**src/rtl/serial_adder.sv**
```systemverilog
// serial_adder: bit-serial ripple adder, one operand bit per clock, LSB first.
// Latency: start presented in cycle 0, WIDTH busy cycles, done pulses in cycle WIDTH+1.
// Backpressure: none. start is only sampled in IDLE or DONE and is ignored while busy.
//
// Ports:
//   clk, rst       - clock; synchronous active-high reset
//   start          - begin an operation; a, b, cin (and sub) are captured with it
//   a, b, cin      - operands and carry-in
//   sub            - present only when SERIAL_ADDER_SUB_EN is defined: a - b = a + ~b + 1
//   sum/cout/ovf   - registered result, carry-out and signed overflow, held after done
//   busy           - high while bits are being computed
//   done           - one-cycle result-valid pulse
// Optional feature macro: SERIAL_ADDER_SUB_EN (adds the sub port and subtract mode).
`timescale 1ns/1ps
module serial_adder #(
  parameter int WIDTH = 8
) (
  input  logic             clk,
  input  logic             rst,
  input  logic             start,
  input  logic [WIDTH-1:0] a,
  input  logic [WIDTH-1:0] b,
  input  logic             cin,
`ifdef SERIAL_ADDER_SUB_EN
  input  logic             sub,
`endif
  output logic [WIDTH-1:0] sum,
  output logic             cout,
  output logic             ovf,
  output logic             busy,
  output logic             done
);

  localparam logic [1:0] ST_IDLE = 2'd0;
  localparam logic [1:0] ST_RUN  = 2'd1;
  localparam logic [1:0] ST_DONE = 2'd2;

  localparam int            CW   = (WIDTH > 1) ? $clog2(WIDTH) : 1;
  localparam logic [CW-1:0] LAST = CW'(WIDTH - 1);

  logic [1:0]       state;
  logic [CW-1:0]    cnt;
  logic [WIDTH-1:0] a_q;
  logic [WIDTH-1:0] b_q;
  logic [WIDTH-1:0] sum_q;
  logic             carry;
  logic             cout_q;
  logic             ovf_q;
  logic             sub_in;

`ifdef SERIAL_ADDER_SUB_EN
  assign sub_in = sub;
`else
  assign sub_in = 1'b0;
`endif

  // Current bit slice. a_q/b_q rotate right each RUN cycle, so bit 0 is
  // always the bit being added, and on the last RUN cycle bit 0 holds the
  // original MSB -- that is what the overflow term needs.
  logic sbit;
  logic cnext;
  logic last_bit;

  assign sbit     = a_q[0] ^ b_q[0] ^ carry;
  assign cnext    = (a_q[0] & b_q[0]) | (a_q[0] & carry) | (b_q[0] & carry);
  assign last_bit = (cnt == LAST);

  always_ff @(posedge clk) begin
    if (rst) begin
      state  <= ST_IDLE;
      cnt    <= '0;
      carry  <= 1'b0;
      a_q    <= '0;
      b_q    <= '0;
      sum_q  <= '0;
      cout_q <= 1'b0;
      ovf_q  <= 1'b0;
    end else begin
      case (state)
        ST_IDLE, ST_DONE: begin
          if (start) begin
            a_q   <= a;
            // Subtract stores the effective operand ~b and forces carry-in 1.
            b_q   <= sub_in ? ~b : b;
            carry <= sub_in ? 1'b1 : cin;
            cnt   <= '0;
            state <= ST_RUN;
          end else begin
            state <= ST_IDLE;
          end
        end
        ST_RUN: begin
          sum_q <= {sbit, sum_q[WIDTH-1:1]};
          a_q   <= {a_q[0], a_q[WIDTH-1:1]};
          b_q   <= {b_q[0], b_q[WIDTH-1:1]};
          carry <= cnext;
          cnt   <= cnt + 1'b1;
          if (last_bit) begin
            state  <= ST_DONE;
            cout_q <= cnext;
            // Same-sign operands whose result sign differs.
            ovf_q  <= (a_q[0] == b_q[0]) && (sbit != a_q[0]);
          end
        end
        default: state <= ST_IDLE;
      endcase
    end
  end

  assign sum  = sum_q;
  assign cout = cout_q;
  assign ovf  = ovf_q;
  assign busy = (state == ST_RUN);
  assign done = (state == ST_DONE);

endmodule
```
**config.mk**
```make
export PLATFORM = sky130hd
export DESIGN_NAME = serial_adder
export DESIGN_NICKNAME = d
export VERILOG_FILES = /design/src/rtl/serial_adder.sv
export SDC_FILE = /design/constraint.sdc
export NUM_CORES = 1
export LEC_CHECK = 0
export CORE_MARGIN = 2
export CORE_UTILIZATION = 30
export DETAILED_ROUTE_END_ITERATION = 7
export GPL_TIMING_DRIVEN = 0
export PLACE_DENSITY_LB_ADDON = 0.25
export SLEW_MARGIN = 40
export SYNTH_ARGS = -nofsm -noshare
export SYNTH_HDL_FRONTEND = slang
export SYNTH_SLANG_ARGS = --single-unit
export TNS_END_PERCENT = 1
```
**constraint.sdc**
```tcl
create_clock -name clk -period 2 [get_ports clk]
set_input_delay 0.4 -clock clk [delete_from_list [all_inputs] [get_ports clk]]
set_output_delay 0.4 -clock clk [all_outputs]
set_load 0.005 [all_outputs]
```
==> summary.md <==
| Metric | Value |
|---|---|
| Result of the run | finished clean |
| Total iterations of the first detailed-routing run | 4 |
| Register clock-pin slew on the reported worst setup and hold paths | about 0.07 ns |
| Horizontal die dimension | between 70 and 80 µm |
| Net Sw Frac | 26.7% |
| Total Power | 1.40 mW |
| Number of max-slew violations in the final report | 0 |
| Clk Latency, worst-skew pair | around 0.29 ns |
| Cells after Synth | 164 |
| Post-detailed-route count of antenna-violating nets | 0 |
| Detailed placer's ending HPWL | 2.19 mm |
| IO Pins | 32 |
| Synth unique cells | 23 |
| Dominant combinational cell family by area after synthesis | simple AND/OR/NAND/NOR gates |
| Slew at the pin closest to its max-slew limit | 0.664 ns |
| Yosys warns | 0 |
| Setup TNS | 0 ns |
| Data required time of the critical path | between 1.5 and 2 ns |
| Via count of the first global-routing pass | 1154 |
| Endpoints failing hold | 0 |
| Die Outline Area | 5260 µm² |
| Static leakage | 0.675 nW |
| TritonCTS Buffers | 5 |
| Post-layout minimum cycle time | 1.69 ns |
| Post-route worst hold slack | 0.451 ns |
| First-pass GRT wire length | around 5.4 mm |
| Internal Dissipation | around 1.0 mW |
| Clock tree from TritonCTS | built |
| Clock tree skew after final layout | 0.00736 ns |
| Initial Util | 31.7% |
| # Max-Cap Violations | 0 |
| Clock Tree Root | sky130_fd_sc_hd__clkbuf_8 |
| Antenna violations before repair | 0 |
| Signed area change from the synthesized netlist to the final layout | 32.7% |
| Multiplexer area fraction after synthesis | 0.711% |
| Routed vias/inst | roughly 4.8 |
| Number of post-CTS setup repair buffers | 0 |
| Crit. End Element | output port |
| Worst path setup slack after routing | between 0.3 and 0.4 ns |
| Clock network power share | between 30% and 40% |
| Number of setup violations in the final report | 0 |
| Cell Pwr Density | 748 nW/µm² |
| Clock net sink count | 32 |
| Overall die height | 72.5 µm |
| Arrival time reported for the critical path endpoint | 1.29 ns |
| Fillers | 475 |
| Largest fanout of any net on the critical path | 3 |
| Floorplan row count | 24 |
| Unrepaired setup endpoints after global routing | false |
| Post-synth net total | 188 |
| Share of total power in sequential cells | ~50% |
| Max Buffers Root-to-Sink | 2 |
| Proportion of layout cells with a drive suffix above 1 | 12.4% |
| Antenna cells | 0 |
| Synthesis-stage register bit count | 32 |
| Type of the most critical hold path | flip-flop to flip-flop |
| Average routed wire per standard cell | 12.6 µm |
| RePlAce Congestion | 0.699 |
| Max Freq | 592 MHz |
| Routed wire length | 3.19 mm |
| Dpl ws | between 0.15 and 0.2 ns |
| Starting DRC count in detailed routing | 59 |
| Worst IR drop on VDD | 329 µV |
| Share of the clock period used by the worst path after layout | roughly 84% |
| IO buf count | 31 |
| Synthesized-area fraction occupied by xor and xnor cells | less than 1% |
| Slew HR | 55.7% |
| Number of nets at the end of the flow | ~230 |
| Routed via count | 1218 |
| Total congestion overflow after global routing | 0 |
| Comb power frac | roughly 16% |
| Type of the worst setup path | flip-flop to output port |
| DRC Markers | 0 |
| Core area | around 4400 µm² |
| Mean cell area of the mapped netlist | approximately 8.6 µm² |
| Synthesized-area fraction occupied by adder cells | 4.09% |
| CTS H-tree lvls | 2 |
| Maximum number of pins on one net before global-route repair | 20 |
| Post-synthesis sequential area ratio | roughly 46% |
| Combined area of all synthesized cells | 1410 µm² |
| Synth Area in Compound Gates | 20.1% |
| Synthesized-area fraction occupied by and/or/nand/nor cells | a little under a quarter |
| Nature of the critical path startpoint | flip-flop |
| Global-route total usage across every layer | 13.5% |
| Power dissipated by switching net loads | 0.373 mW |
path summary, 6_finish.rpt:
| kind | start | to | slack (ns) | cells past startpoint |
|---|---|---|---|---|
| hold / removal | sum[0] | sum[0] | 0.45 | 2 |
| setup reg to reg | a_q[0] | ovf | 0.43 | 4 |
| setup / recovery | state[1] | done | 0.31 | 2 |
| hold reg to reg | sum[0] | sum[0] | 0.45 | 2 |
layer usage:
metal	vias up	routed length (µm)	global-route usage, %
met5	-	0	0
met4	0	44	6.17
met3	5	160	5.42
met2	30	1410	18.7
met1	560	1570	18.4
li1	623	-	-
state kept, by name (all words and copies together) (netlist names):
signal and count:
b_q 8, carry 1, ovf 1, cout 1, cnt 3, sum 8, a_q 8, state 2
through the flow:
stage	cell area, µm²	cells	utilization, %
floorplan	1410	164	-
global placement	1780	247	40.1
detailed placement	1780	247	40.1
CTS	1860	253	41.8
global route	1870	253	42.0
finish	1870	253	42.0
Yosys cell counts (all sizes together):
cell type | count | area share, %
a211oi | 1 | 0.53
a21oi | 13 | 4.6
buf | 10 | 4.8
nor2 | 19 | 5.1
nor2b | 1 | 0.44
o21a | 1 | 0.53
fa | 1 | 1.4
or3 | 1 | 0.44
nand3b | 1 | 0.53
dfxtp | 32 | 46
nand3 | 4 | 1.4
nand2b | 3 | 1.3
mux2i | 1 | 0.71
a311oi | 16 | 14
nand2 | 52 | 14
xnor2 | 1 | 0.62
ha | 3 | 2.7
inv | 1 | 0.27
clkbuf | 3 | 0.80
power by group through the flow:
stage / clock network (mW) / logic [mW] / registers [mW]
detailed placement: 0 / 0.227 / 0.714
floorplan: 0 / 0.145 / 0.709
global route: 0.507 / 0.253 / 0.705
global placement: 0 / 0.225 / 0.714
CTS: 0.477 / 0.227 / 0.701
finish: 0.468 / 0.228 / 0.701
critical path: stages (launching register included):
cell and delay (ns):
sky130_fd_sc_hd__dfxtp_1 0.33, sky130_fd_sc_hd__nor2b_1 0.16, sky130_fd_sc_hd__clkdlybuf4s50_1 0.51
cell usage in the layout, fill, tap and decap left out, drive strengths merged:
cell type,instances
a311oi,16
nand2b,3
a21oi,13
nor2,19
fa,1
nand3b,1
inv,1
nand3,4
mux2i,1
dfxtp,32
or3,1
clkbuf,9
nor2b,1
dlymetal6s2s,1
clkdlybuf4s50,30
xnor2,1
a211oi,1
buf,9
clkinv,1
ha,3
nand2,52
o21a,1
cell type report:
| cell class | count | area, µm² | share of cell area (%) |
|---|---|---|---|
| Multi-Input combinational cell | 118 | 684 | 36.6 |
| Sequential cell | 32 | 641 | 34.3 |
| Timing Repair Buffer | 31 | 313 | 16.7 |
| Buffer | 12 | 83.8 | 4.49 |
| Clock buffer | 6 | 72.6 | 3.88 |
| Tap cell | 52 | 65.1 | 3.48 |
| Clock inverter | 1 | 5.00 | 0.268 |
| Inverter | 1 | 3.75 | 0.201 |
cells by family after synthesis:
kind of cell / count (synthesis)
AND/OR/NAND/NOR: 81
XOR/XNOR: 1
buffers and inverters: 14
adder cells (fa/ha/maj): 4
multiplexers: 1
AO/OA/AOI/OAI: 31
flip-flops: 32
repair_timing:
action                     4_1_cts  5_1_grt
setup endpoints to repair        1        1
gates resized for setup          1        3
hold buffers                     0        0
No activity file was read; power rests on OpenSTA's default activity.
